<file path="config.mk">
export PLATFORM = sky130hd
export DESIGN_NAME = seq_select_decoder_flat
export DESIGN_NICKNAME = d
export VERILOG_FILES = /design/src/rtl/seq_select_decoder_pkg.sv /design/src/rtl/seq_select_decoder_if.sv /design/src/rtl/seq_select_decoder_onehot.sv /design/src/rtl/seq_select_decoder.sv /design/src/flat_wrapper.sv
export SDC_FILE = /design/constraint.sdc
export NUM_CORES = 1
export LEC_CHECK = 0
export BUFFER_PORTS_ARGS = -buffer_cell sky130_fd_sc_hd__buf_4
export CAP_MARGIN = 0
export CORE_ASPECT_RATIO = 1.25
export CORE_MARGIN = 4
export CORE_UTILIZATION = 45
export DETAILED_ROUTE_END_ITERATION = 6
export MAX_ROUTING_LAYER = met4
export PLACE_DENSITY = 0.74
export SLEW_MARGIN = 10
export SYNTH_ARGS = -nofsm -noshare
export SYNTH_HDL_FRONTEND = slang
export SYNTH_SLANG_ARGS = --single-unit
</file>
<file path="constraint.sdc">
create_clock -name clock -period 2.4 [get_ports clock]
set_clock_uncertainty 0.05 [all_clocks]
set_input_delay 0.24 -clock clock [delete_from_list [all_inputs] [get_ports clock]]
set_output_delay 0.24 -clock clock [all_outputs]
set_load 0.05 [all_outputs]
</file>
<file path="src/rtl/seq_select_decoder_pkg.sv">
// Shared types and constants for the sequenced one-hot select decoder.
package seq_decoder_pkg;

    typedef enum logic {
        ST_IDLE  = 1'b0,
        ST_DRIVE = 1'b1
    } state_e;

    typedef enum logic {
        MODE_SINGLE = 1'b0,
        MODE_SWEEP  = 1'b1
    } mode_e;

    localparam int PULSE_CNT_W = 4;

endpackage

</file>
<file path="src/rtl/seq_select_decoder_if.sv">
// Request handshake and decoded-enable bundle between a requester and the decoder.
interface seq_select_decoder_if #(
    parameter int SEL_W = 4
) ();
    localparam int OUT_W = 2 ** SEL_W;

    logic             req_valid;
    logic             req_ready;
    logic             req_mode;
    logic [SEL_W-1:0] req_sel;
    logic [SEL_W-1:0] req_last;
    logic             abort;
    logic [OUT_W-1:0] dec_out;
    logic             dec_valid;
    logic [SEL_W-1:0] dec_index;
    logic             busy;
    logic             done;

    modport master (
        output req_valid, req_mode, req_sel, req_last, abort,
        input  req_ready, dec_out, dec_valid, dec_index, busy, done
    );

    modport slave (
        input  req_valid, req_mode, req_sel, req_last, abort,
        output req_ready, dec_out, dec_valid, dec_index, busy, done
    );

endinterface

</file>
<file path="src/rtl/seq_select_decoder_onehot.sv">
// Combinational binary-to-one-hot decoder; the caller registers the result.
module onehot_decoder #(
    parameter int SEL_W = 4
) (
    input  logic [SEL_W-1:0]      sel,
    output logic [2**SEL_W-1:0]   onehot
);

    always_comb begin
        onehot      = '0;
        onehot[sel] = 1'b1;
    end

endmodule

</file>
<file path="src/rtl/seq_select_decoder.sv">
// Registered one-hot select decoder with single-pulse and contiguous-sweep
// modes; every request ends with one all-zero output cycle.
module seq_select_decoder
    import seq_decoder_pkg::*;
#(
    parameter int SEL_W     = 4,
    parameter int PULSE_LEN = 1
) (
    input  logic                clock,
    input  logic                reset_n,
    seq_select_decoder_if.slave bus
);

    localparam int OUT_W = 2 ** SEL_W;

    if (SEL_W < 1 || SEL_W > 6) begin : g_bad_sel_w
        $fatal(1, "seq_select_decoder: SEL_W=%0d outside 1..6", SEL_W);
    end
    if (PULSE_LEN < 1 || PULSE_LEN > 15) begin : g_bad_pulse_len
        $fatal(1, "seq_select_decoder: PULSE_LEN=%0d outside 1..15", PULSE_LEN);
    end

    state_e                 state_q, state_d;
    mode_e                  mode_q, mode_d;
    logic [SEL_W-1:0]       cur_q, cur_d;
    logic [SEL_W-1:0]       last_q, last_d;
    logic [SEL_W-1:0]       dec_index_q, dec_index_d;
    logic [PULSE_CNT_W-1:0] pulse_cnt_q, pulse_cnt_d;
    logic [OUT_W-1:0]       dec_out_q, dec_out_d;
    logic [OUT_W-1:0]       line_onehot;
    logic                   done_q, done_d;
    logic                   transfer;
    logic                   pulse_end;

    assign transfer  = (state_q == ST_IDLE) && bus.req_valid && !bus.abort;
    assign pulse_end = (pulse_cnt_q == PULSE_CNT_W'(PULSE_LEN - 1));

    // Abort has priority over both pulse completion and a new request.
    always_comb begin
        state_d     = state_q;
        mode_d      = mode_q;
        cur_d       = cur_q;
        last_d      = last_q;
        pulse_cnt_d = pulse_cnt_q;
        done_d      = 1'b0;
        dec_index_d = dec_index_q;

        case (state_q)
            ST_IDLE: begin
                if (transfer) begin
                    state_d     = ST_DRIVE;
                    mode_d      = mode_e'(bus.req_mode);
                    cur_d       = bus.req_sel;
                    last_d      = bus.req_last;
                    pulse_cnt_d = '0;
                end
            end
            ST_DRIVE: begin
                if (bus.abort) begin
                    state_d     = ST_IDLE;
                    pulse_cnt_d = '0;
                end else if (pulse_end) begin
                    pulse_cnt_d = '0;
                    if (mode_q == MODE_SINGLE || cur_q == last_q) begin
                        state_d = ST_IDLE;
                        done_d  = 1'b1;
                    end else begin
                        cur_d = cur_q + SEL_W'(1);
                    end
                end else begin
                    pulse_cnt_d = pulse_cnt_q + PULSE_CNT_W'(1);
                end
            end
            default: begin
                state_d     = ST_IDLE;
                pulse_cnt_d = '0;
            end
        endcase

        if (state_d == ST_DRIVE) begin
            dec_index_d = cur_d;
        end
    end

    onehot_decoder #(
        .SEL_W (SEL_W)
    ) u_onehot (
        .sel    (cur_d),
        .onehot (line_onehot)
    );

    // Decoding the next index lets the enable come straight out of a flop.
    always_comb begin
        dec_out_d = '0;
        if (state_d == ST_DRIVE) begin
            dec_out_d = line_onehot;
        end
    end

    always_ff @(posedge clock or negedge reset_n) begin
        if (!reset_n) begin
            state_q     <= ST_IDLE;
            mode_q      <= MODE_SINGLE;
            cur_q       <= '0;
            last_q      <= '0;
            pulse_cnt_q <= '0;
            dec_out_q   <= '0;
            dec_index_q <= '0;
            done_q      <= 1'b0;
        end else begin
            state_q     <= state_d;
            mode_q      <= mode_d;
            cur_q       <= cur_d;
            last_q      <= last_d;
            pulse_cnt_q <= pulse_cnt_d;
            dec_out_q   <= dec_out_d;
            dec_index_q <= dec_index_d;
            done_q      <= done_d;
        end
    end

    assign bus.req_ready = (state_q == ST_IDLE) && !bus.abort;
    assign bus.dec_out   = dec_out_q;
    assign bus.dec_valid = |dec_out_q;
    assign bus.dec_index = dec_index_q;
    assign bus.busy      = (state_q == ST_DRIVE);
    assign bus.done      = done_q;

endmodule

</file>
<file path="src/flat_wrapper.sv">
// flat-port wrapper written by rule: the top's interface ports become plain ports
module seq_select_decoder_flat import seq_decoder_pkg::*;
#(
    parameter int SEL_W     = 4,
    parameter int PULSE_LEN = 1
)
  (clock, reset_n, bus_req_valid, bus_req_mode, bus_req_sel, bus_req_last, bus_abort, bus_req_ready, bus_dec_out, bus_dec_valid, bus_dec_index, bus_busy, bus_done);
  seq_select_decoder_if #(.SEL_W(SEL_W)) bus_i ();
  input  logic clock;
  input  logic reset_n;
  input wire logic [$bits(bus_i.req_valid)-1:0] bus_req_valid;
  input wire logic [$bits(bus_i.req_mode)-1:0] bus_req_mode;
  input wire logic [$bits(bus_i.req_sel)-1:0] bus_req_sel;
  input wire logic [$bits(bus_i.req_last)-1:0] bus_req_last;
  input wire logic [$bits(bus_i.abort)-1:0] bus_abort;
  output wire logic [$bits(bus_i.req_ready)-1:0] bus_req_ready;
  output wire logic [$bits(bus_i.dec_out)-1:0] bus_dec_out;
  output wire logic [$bits(bus_i.dec_valid)-1:0] bus_dec_valid;
  output wire logic [$bits(bus_i.dec_index)-1:0] bus_dec_index;
  output wire logic [$bits(bus_i.busy)-1:0] bus_busy;
  output wire logic [$bits(bus_i.done)-1:0] bus_done;
  assign bus_i.req_valid = bus_req_valid;
  assign bus_i.req_mode = bus_req_mode;
  assign bus_i.req_sel = bus_req_sel;
  assign bus_i.req_last = bus_req_last;
  assign bus_i.abort = bus_abort;
  assign bus_req_ready = bus_i.req_ready;
  assign bus_dec_out = bus_i.dec_out;
  assign bus_dec_valid = bus_i.dec_valid;
  assign bus_dec_index = bus_i.dec_index;
  assign bus_busy = bus_i.busy;
  assign bus_done = bus_i.done;
  seq_select_decoder #(.SEL_W(SEL_W), .PULSE_LEN(PULSE_LEN)) u_core (.clock(clock), .reset_n(reset_n), .bus(bus_i));
endmodule
</file>
==> results.py, run 1 <==
metrics = {
    "worst_setup_path": {
        "cp_slowest_stage_delay_ns": 0.42,
        "cp_slowest_cell": "a221o_1",
        "arrival_ns": 2.47,
        "cp_cell_sequence": "inv_1, ha_1, nor3b_4, buf_4, nand3_1, a22o_1, a221o_1, buf_4, nor4b_1",
        "r2r_start": "u_core.pulse_cnt_q[0]$_DFFE_PN0P_",
        "crit_type": "flip-flop to flip-flop",
        "reg2reg_to": "u_core.bus.dec_out[14]$_DFF_PN0_",
        "cp.required_ns": 2.52,
        "cp_num_buf_inv": 3,
        "reg2reg_slack_ns": 0.06,
        "crit_family": "compound AO/OA/AOI/OAI gates",
        "end_kind": "flip-flop",
        "startpoint": "u_core.pulse_cnt_q[0]$_DFFE_PN0P_",
        "path_common_cell": "buf_4",
        "cp_max_fo": 3,
        "crit_path_start_kind": "flip-flop",
        "reg2reg_depth": 9,
    },
    "timing": {
        "finalHoldViolations": 0,
        "post-route-min-period_ns": 2.34,
        "fin_ws_ns": 0.0552,
        "layout_worst_path_cycle_share_pct": 97.7,
        "max_freq_mhz": 426,
        "rsz0062_at_grt": "true",
        "tightestPinTransition_ns": 0.510,
        "finalSetupViolCount": 0,
        "drv_slew": 0,
        "fin_setup_tns_ns": 0,
        "relSlewSlack_pct": 65.7,
    },
    "routing": {
        "num_vias": 1366,
        "wirelength_um": 4070,
        "drtAntennaViolNets": 0,
        "drtIter0Drc": 52,
        "drtPass1Iterations": 4,
        "remaining_drc_errors": 0,
        "viasPerCell": 5.81,
        "route.detailed.wl_per_inst_um": 17.3,
    },
    "logic_synthesis": {
        "synth.area.top_cells": "dfrtp_1, mux2_2, nor4_1, buf_6, nor4b_1",
        "ys_ff_latch": 35,
        "netlist.area_leader.share_pct": 51.2,
        "yosysSeqAreaShare_pct": 51.2,
        "syn_inst": 139,
        "synth_area_per_cell_um2": 12.3,
        "synth_fp_nets": 155,
        "yosysWarnings": 0,
        "ys_types": 42,
        "yosys.area.top_type": "dfrtp_1",
        "syn-cell-area_mm2": 0.00171,
    },
    "final_layout": {
        "drive_gt1_share_pct": 43.9,
        "area_delta_synth_final_pct": 29.5,
        "diodes": 0,
        "seqCellArea_um2": 876,
        "n_fill_cell": 281,
        "multi_input_area_um2": 757,
        "utilization_pct": 62.0,
        "final_nets": 211,
        "fin_area_mm2": 0.00222,
    },
    "global_route": {
        "grt_remaining_overflow": 0,
        "antenna_found_initial": 0,
        "grt_max_degree": 36,
        "grt_pass1_wl_um": 7010,
        "grt_pass1_vias": 1451,
        "groute.usage.overall_pct": 18.7,
    },
    "die": {
        "design.die.area_mm2": 0.00486,
        "core-area_mm2": 0.00357,
        "dieWidth_um": 63.2,
        "ios": 37,
        "dieHeight_um": 77.0,
        "rows": 24,
        "start_util_pct": 47.9,
    },
    "clock_network": {
        "path_clk_slew_ns": 0.07,
        "clockBufferDepth": 2,
        "cts_root_buf": "clkbuf_8",
        "cts.sinks": 35,
        "cts_max_level": 2,
        "numCtsBuffers": 5,
        "clk_latency_ns": 0.28,
        "cts_tree": "yes",
    },
    "worst_hold_path": {
        "min_from": "bus_req_mode",
        "holdPathStages": 2,
        "hp-class": "input port to flip-flop",
        "min_to": "u_core.mode_q$_DFFE_PN0P_",
    },
    "power": {
        "ir_worst_vdd_v": 0.000665,
        "p_per_area_mw_per_mm2": 917,
        "leakagePower_nw": 1.02,
    },
    "placement": {
        "place_area_mm2": 0.00210,
        "place_hpwl_um": 3020,
        "place_worst_setup_slack_ns": 0.0280,
        "place.gp.congestion": 0.902,
        "io_buffers": 36,
    },
    "run_status": {
        "outcome": "completed",
    },
    "run": {
        "drv_cap": 0,
    },
}
-- cells in the mapped netlist, drive strengths merged --
master and number:
nor2 5, a41oi 1, nor4b 5, nand4 5, buf 6, ha 3
o31ai 1, nor3b 1, xnor2 4, and2 1, nor4bb 2, or2b 1
nor4 16, o21a 2, dfrtp 35, o21ai 8, a311oi 1, or2 1
a21oi 1, o211ai 1, mux2i 1, o41ai 1, nand2b 4, nand3 1
mux2 8, o32a 1, inv 7, or3b 2, nor2b 1, a22o 2
a221o 1, a41o 1, nand2 4, clkinv 1, a31oi 4
-- cell type report --
cell class / instances / area share (%)
timing repair buffer: 55 / 18.7
sequential: 35 / 39.5
inverter: 8 / 1.58
tap: 39 / 2.20
clock inverter: 2 / 0.564
clock buffer: 6 / 3.27
multi-input combinational: 90 / 34.1
-- cell usage in the layout, fill, tap and decap left out, types with 2 or more instances in the layout --
master	n
a31oi_1	3
o21a_1	2
ha_1	3
nor4b_1	4
nor4_2	3
inv_1	6
nand2b_1	4
nor2_1	5
mux2_2	8
nor4_1	12
o21ai_0	8
buf_4	54
nor4bb_1	2
clkbuf_8	5
dfrtp_1	35
a22o_1	2
xnor2_1	4
nand4_1	5
nand2_1	4
-- layer usage --
| metal | up-vias | wire length (um) | track usage, % | share of wire (%) |
|---|---|---|---|---|
| met2 | 48 | 2100 | 32.6 | 51 |
| met1 | 665 | 1630 | 20.9 | 40 |
| met4 | 0 | 104 | 5.96 | 2.6 |
| met5 | - | 0 | - | 0 |
| li1 | 641 | - | - | - |
| met3 | 12 | 242 | 4.53 | 5.9 |
-- registers in the layout (all words and copies together) (netlist names) --
name,count
u_core.pulse_cnt_q,4
u_core.bus.done,1
u_core.bus.busy,1
u_core.cur_q,4
u_core.mode_q,1
u_core.last_q,4
u_core.bus.dec_out,16
u_core.bus.dec_index,4
-- stage by stage --
stage	power [mW]	cells	hold slack (ns)
floorplan	1.35	139	-0.106
finish	2.03	235	0.132
CTS	2.03	234	0.134
detailed placement	1.62	225	0.165
global route	2.14	235	0.139
global placement	1.59	225	0.150
-- worst max path at each step --
stage                                            end  slack, ns  cells after the start
floorplan            u_core.bus.dec_out[2]$_DFF_PN0_       0.18                      7
global placement    u_core.bus.dec_out[12]$_DFF_PN0_       0.15                      8
detailed placement   u_core.bus.dec_out[9]$_DFF_PN0_       0.03                      8
CTS                  u_core.bus.dec_out[9]$_DFF_PN0_       0.02                      8
global route         u_core.bus.dec_out[3]$_DFF_PN0_      -0.01                      7
finish              u_core.bus.dec_out[14]$_DFF_PN0_       0.06                      9
-- report_power, final --
part | internal, mW | switching [mW] | total, mW
clock network | 0.203 | 0.210 | 0.413
registers | 0.675 | 0.0650 | 0.740
logic | 0.317 | 0.562 | 0.879
-- cell families after synthesis --
kind of cell | after synthesis | share of synthesized area, %
compound gates | 25 | 12.4
xor+xnor | 4 | 2.05
flops | 35 | 51.2
mux | 9 | 5.85
buf+inv | 14 | 5.41
simple gates | 49 | 20.9
fa+ha+maj | 3 | 2.19
-- repair_timing --
item	4_1_cts	5_1_grt
hold buffers	1	0
setup endpoints to repair	0	8
gates resized for setup	0	2
setup buffers	0	1
hold endpoints to repair	35	0
Power figures use the tool's default switching activity.
==> run 2, diff against run 1 <==
--- a/config.mk
+++ b/config.mk
@@ -13,6 +13,7 @@
 export DETAILED_ROUTE_END_ITERATION = 6
 export MAX_ROUTING_LAYER = met4
 export PLACE_DENSITY = 0.74
+export RECOVER_POWER = 25
 export SLEW_MARGIN = 10
 export SYNTH_ARGS = -nofsm -noshare
 export SYNTH_HDL_FRONTEND = slang
==> results.py, run 2 (synthesis gave the netlist of run 1 again) <==
metrics = {
    "routing": {
        "remaining_drc_errors": 0,
        "viasPerCell": 5.79,
        "route.detailed.wl_per_inst_um": 17.3,
        "drtPass1Iterations": 4,
        "drtAntennaViolNets": 0,
        "wirelength_um": 4060,
        "drtIter0Drc": 53,
        "num_vias": 1360,
    },
    "timing": {
        "finalSetupViolCount": 0,
        "max_freq_mhz": 426,
        "fin_ws_ns": 0.0552,
        "rsz0062_at_grt": "true",
        "relSlewSlack_pct": 44.2,
        "fin_setup_tns_ns": 0,
        "post-route-min-period_ns": 2.34,
        "whs_ns": 0.137,
        "finalHoldViolations": 0,
        "tightestPinTransition_ns": 0.836,
        "layout_worst_path_cycle_share_pct": 97.7,
        "drv_slew": 0,
    },
    "clock_network": {
        "cts.sinks": 35,
        "numCtsBuffers": 5,
        "clockBufferDepth": 2,
        "cts_tree": "yes",
        "path_clk_slew_ns": 0.07,
        "cts_max_level": 2,
        "clk_latency_ns": 0.28,
        "cts_root_buf": "clkbuf_8",
    },
    "die": {
        "core-area_mm2": 0.00357,
        "dieWidth_um": 63.2,
        "design.die.area_mm2": 0.00486,
        "ios": 37,
        "dieHeight_um": 77.0,
        "rows": 24,
        "start_util_pct": 47.9,
    },
    "placement": {
        "place_worst_setup_slack_ns": 0.0280,
        "place_area_mm2": 0.00210,
        "place.gp.congestion": 0.902,
        "io_buffers": 36,
        "place_hpwl_um": 3020,
    },
    "worst_setup_path": {
        "cp_slowest_stage_delay_ns": 0.42,
        "crit_family": "compound AO/OA/AOI/OAI gates",
        "cp_num_buf_inv": 3,
        "end_kind": "flip-flop",
        "path_common_cell": "buf_4",
        "cp_cell_sequence": "inv_1, ha_1, nor3b_4, buf_4, nand3_1, a22o_1, a221o_1, buf_4, nor4b_1",
        "cp_max_fo": 3,
        "cp.required_ns": 2.52,
        "crit_type": "flip-flop to flip-flop",
        "crit_path_start_kind": "flip-flop",
        "cp_slowest_cell": "a221o_1",
        "arrival_ns": 2.46,
    },
    "power": {
        "power_mw": 2.03,
        "leakagePower_nw": 1.02,
        "p_per_area_mw_per_mm2": 916,
        "ir_worst_vdd_v": 0.000665,
    },
    "final_layout": {
        "fin_area_mm2": 0.00221,
        "largest_register_ff_count": 16,
        "diodes": 0,
        "drive_gt1_share_pct": 43.9,
        "final_common_cell": "buf_4",
        "area_delta_synth_final_pct": 29.4,
        "final_cell_mix": "buf_4, dfrtp_1, nor4_1",
        "final_nets": 211,
    },
    "global_route": {
        "antenna_found_initial": 0,
        "grt_max_degree": 36,
        "grt_pass1_vias": 1451,
        "groute.usage.overall_pct": 18.7,
        "grt_remaining_overflow": 0,
        "grt_pass1_wl_um": 7010,
    },
    "worst_hold_path": {
        "hp-class": "input port to flip-flop",
    },
    "run": {
        "drv_cap": 0,
    },
    "run_status": {
        "outcome": "completed",
    },
}
[run 2: cell types whose count changed in the layout (fill, tap and decap cells not counted)]
cell / delta
buf_4: -1
clkbuf_2: +1
[run 2: final timing paths]
kind / from / cells after the start / slack [ns] / endpoint
worst max-delay path: u_core.pulse_cnt_q[0]$_DFFE_PN0P_ / 9 / 0.06 / u_core.bus.dec_out[14]$_DFF_PN0_
worst max register to register: u_core.pulse_cnt_q[0]$_DFFE_PN0P_ / 9 / 0.06 / u_core.bus.dec_out[14]$_DFF_PN0_
worst min-delay path: bus_req_mode / 2 / 0.14 / u_core.mode_q$_DFFE_PN0P_
worst min register to register: u_core.bus.dec_index[3]$_DFFE_PN0P_ / 1 / 0.46 / u_core.bus.dec_index[3]$_DFFE_PN0P_
min in group asynchronous: reset_n / 2 / 0.55 / u_core.last_q[0]$_DFFE_PN0P_
max in group asynchronous: reset_n / 2 / 1.22 / u_core.pulse_cnt_q[3]$_DFFE_PN0P_
[run 2: what timing repair did]
item | 4_1_cts | 5_1_grt
hold endpoints to repair | 35 | 0
gates resized for setup | 0 | 2
hold buffers | 1 | 0
endpoints found under the setup margin | 0 | 8
buffers inserted | 0 | 1
[run 2: layout make-up]
class,count,area [um^2]
clock buffer,6,72.6
clock inverter,2,12.5
fill,282,1360
inverter,8,35.0
multi-input combinational,90,757
sequential,35,876
tap,39,48.8
timing repair buffer,55,413
[run 2: stage by stage]
step           utilization [%]  std cells
2_1_floorplan                -        139
3_3_place_gp              58.8        225
3_5_place_dp              58.8        225
4_1_cts                   61.4        234
5_1_grt                   62.0        235
6_report                  62.0        235
[run 2: power by group]
part / internal [mW] / total (mW) / switching (mW) / leakage [nW]
sequential: 0.675 / 0.740 / 0.0650 / 0.453
combinational: 0.316 / 0.878 / 0.562 / 0.527
clock: 0.203 / 0.409 / 0.207 / 0.0412
[run 2: per-layer routing]
metal / wire [um] / track usage (%) / up-vias
met3: 239 / 4.53 / 10
li1: - / - / 641
met2: 2100 / 32.6 / 46
met1: 1620 / 20.9 / 663
met4: 89 / 5.96 / 0
met5: 0 / - / -
[run 2: worst reg2reg max path, delay by kind of cell, from the launching register on]
family / cells / cell delay (ns)
AO/OA/AOI/OAI: 2 / 0.62
adder cells (fa/ha/maj): 1 / 0.15
flip-flops: 1 / 0.39
AND/OR/NAND/NOR: 3 / 0.61
buffers and inverters: 3 / 0.41
==> run 3, diff against run 2 <==
--- a/config.mk
+++ b/config.mk
@@ -12,9 +12,10 @@
 export CORE_UTILIZATION = 45
 export DETAILED_ROUTE_END_ITERATION = 6
 export MAX_ROUTING_LAYER = met4
-export PLACE_DENSITY = 0.74
+export PLACE_DENSITY = 0.73
 export RECOVER_POWER = 25
 export SLEW_MARGIN = 10
 export SYNTH_ARGS = -nofsm -noshare
 export SYNTH_HDL_FRONTEND = slang
+export SYNTH_HIERARCHICAL = 1
 export SYNTH_SLANG_ARGS = --single-unit
==> results.py, run 3 <==
metrics = {
    "run_status": {
        "outcome": "completed",
    },
    "logic_synthesis": {
        "synth_top_family_by_area": "simple AND/OR/NAND/NOR gates",
        "synth.mux.area_fraction_pct": 7.72,
        "synth_fa_ha_area_share_pct": 2.00,
        "ys_top_cells_by_count": "dfrtp_1, and2_1, nand2_1",
        "synth_flop_cell": "dfrtp_1",
        "ys_types": 45,
        "yosysSeqAreaShare_pct": 46.6,
        "synth_edf_count": 0,
        "yosys.area_share.simple_pct": 30.2,
        "synth.area.top_cells": "dfrtp_1, and2_1, mux2_2, nor4b_2, and4bb_1",
        "synth_fp_nets": 183,
        "synth_compound_gate_area_share_pct": 7.85,
        "ys_ff_latch": 35,
        "syn_inst": 167,
        "netlist.area_leader.share_pct": 46.6,
        "yosys.area_share.xor_xnor_pct": 1.86,
        "synth_area_per_cell_um2": 11.3,
        "synthArstFlopShare_pct": 100,
        "syn-cell-area_mm2": 0.00188,
        "yosysWarnings": 6,
        "synth_most_common_cell": "dfrtp_1",
        "yosys.area.top_type": "dfrtp_1",
    },
    "placement": {
        "place_worst_setup_slack_ns": 0.119,
        "place.gp.congestion": 0.843,
        "io_buffers": 36,
        "place_hpwl_um": 3120,
    },
    "worst_setup_path": {
        "r2r_start": "u_core/cur_q[3]$_DFF_PN0_",
        "crit_type": "flip-flop to flip-flop",
        "cp_slowest_cell": "or4_4",
        "cp_slowest_stage_delay_ns": 0.57,
        "crit_path_start_kind": "flip-flop",
        "reg2reg_to": "u_core/bus.dec_out[10]$_DFF_PN0_",
        "cp.required_ns": 2.53,
        "end_kind": "flip-flop",
        "cp_cell_sequence": "xor2_1, or4_4, mux2_4, nand2_1, buf_4, and4bb_1, and2_1",
        "reg2reg_depth": 7,
        "arrival_ns": 2.43,
        "startpoint": "u_core/cur_q[3]$_DFF_PN0_",
        "cp_num_buf_inv": 1,
        "crit_family": "simple AND/OR/NAND/NOR gates",
        "cp_max_fo": 17,
        "reg2reg_slack_ns": 0.10,
    },
    "final_layout": {
        "final_cell_mix": "buf_4, dfrtp_1, and2_1",
        "final_common_cell": "buf_4",
        "n_fill_cell": 356,
        "diodes": 0,
        "final_nets": 230,
        "largest_register_ff_count": 16,
        "drive_gt1_share_pct": 38.1,
        "utilization_pct": 58.9,
        "area_delta_synth_final_pct": 27.3,
    },
    "global_route": {
        "grt_remaining_overflow": 0,
        "antenna_found_initial": 0,
        "grt_max_degree": 36,
        "grt_pass1_vias": 1593,
        "grt_pass1_wl_um": 7330,
        "groute.usage.overall_pct": 18.6,
    },
    "timing": {
        "layout_worst_path_cycle_share_pct": 95.7,
        "tightestPinTransition_ns": 0.868,
        "relSlewSlack_pct": 42.1,
        "max_freq_mhz": 435,
        "fin_setup_tns_ns": 0,
        "finalHoldViolations": 0,
        "finalSetupViolCount": 0,
        "drv_slew": 0,
        "fin_ws_ns": 0.102,
        "post-route-min-period_ns": 2.30,
    },
    "worst_hold_path": {
        "min_from": "bus_req_mode",
        "holdPathStages": 2,
        "hp-class": "input port to flip-flop",
        "min_to": "u_core/mode_q$_DFFE_PN0P_",
    },
    "die": {
        "core-area_mm2": 0.00407,
        "design.die.area_mm2": 0.00528,
        "start_util_pct": 46.2,
        "dieWidth_um": 65.8,
        "dieHeight_um": 80.3,
        "ios": 37,
        "rows": 26,
    },
    "clock_network": {
        "numCtsBuffers": 5,
        "clk_latency_ns": 0.28,
        "clockBufferDepth": 2,
        "cts.sinks": 35,
        "cts_tree": "yes",
        "path_clk_slew_ns": 0.07,
        "cts_root_buf": "clkbuf_8",
        "cts_max_level": 2,
    },
    "power": {
        "ir_worst_vdd_v": 0.000709,
        "p_per_area_mw_per_mm2": 1060,
        "leakagePower_nw": 1.13,
        "power_mw": 2.54,
    },
    "routing": {
        "route.detailed.wl_per_inst_um": 16.1,
        "drtIter0Drc": 88,
        "viasPerCell": 5.50,
        "num_vias": 1491,
        "wirelength_um": 4350,
        "drtPass1Iterations": 4,
        "drtAntennaViolNets": 0,
        "remaining_drc_errors": 0,
    },
    "run": {
        "drv_cap": 0,
    },
}
==> run 3: cell count changes in the layout (fill, tap and decap cells not counted), sizes merged, moves of 5 or more <==
| cell | previous run | this run |
|---|---|---|
| and2 | 1 | 18 |
| nor4 | 16 | 6 |
| and4bb | 0 | 6 |
| buf | 53 | 47 |
| nand2 | 4 | 9 |
==> run 3: layer usage <==
layer	up-vias	global-route usage [%]	wire (um)
li1	703	-	-
met1	720	19.8	1700
met2	54	32.1	2280
met3	14	4.06	240
met4	0	9.75	131
met5	-	-	0
==> run 3: cell type report <==
cell class                 count  area (um^2)  area share [%]
sequential                    35          878            36.7
multi-input combinational    119          948            39.6
tap                           56         70.1            2.93
timing repair buffer          49          382            15.9
inverter                       4         15.0           0.627
clock buffer                   8          100            4.18
==> run 3: power by group <==
group / internal [mW] / switching, mW / total (mW)
registers: 0.707 / 0.107 / 0.815
clock network: 0.262 / 0.206 / 0.467
logic: 0.497 / 0.758 / 1.26
==> run 3: what timing repair did <==
action | 4_1_cts | 5_1_grt
hold buffers | 1 | 0
hold endpoints to repair | 35 | 0
setup buffers | 0 | 2
resized for setup | 0 | 5
setup endpoints to repair | 0 | 7
==> run 3: cells by family (layout without fill, tap and decap cells) <==
logic type                 count (synthesis)  in the layout
AOI/OAI and AO/OA                         21             21
xor gates and xnor gates                   4              4
adders and majority gates                  3              3
buffers and inverters                     13             61
DFF                                       35             35
muxes                                     13             13
and+or+nand+nor                           78             78
==> run 3: worst max-delay path by stage <==
stage	endpoint	slack [ns]	cells past startpoint
2_1_floorplan	u_core/bus.dec_out[1]$_DFF_PN0_	0.08	8
3_3_place_gp	u_core/bus.dec_out[9]$_DFF_PN0_	0.16	7
3_5_place_dp	u_core/bus.dec_out[9]$_DFF_PN0_	0.12	7
4_1_cts	u_core/bus.dec_out[10]$_DFF_PN0_	0.09	7
5_1_grt	u_core/bus.dec_out[6]$_DFF_PN0_	-0.02	10
6_report	u_core/bus.dec_out[10]$_DFF_PN0_	0.10	7
==> run 3: through the flow <==
step | hold WS (ns) | area, um^2 | instances
floorplan | -0.106 | 1890 | 167
global placement | 0.159 | 2250 | 259
detailed placement | 0.177 | 2250 | 259
CTS | 0.123 | 2360 | 268
global route | 0.127 | 2390 | 271
finish | 0.136 | 2390 | 271
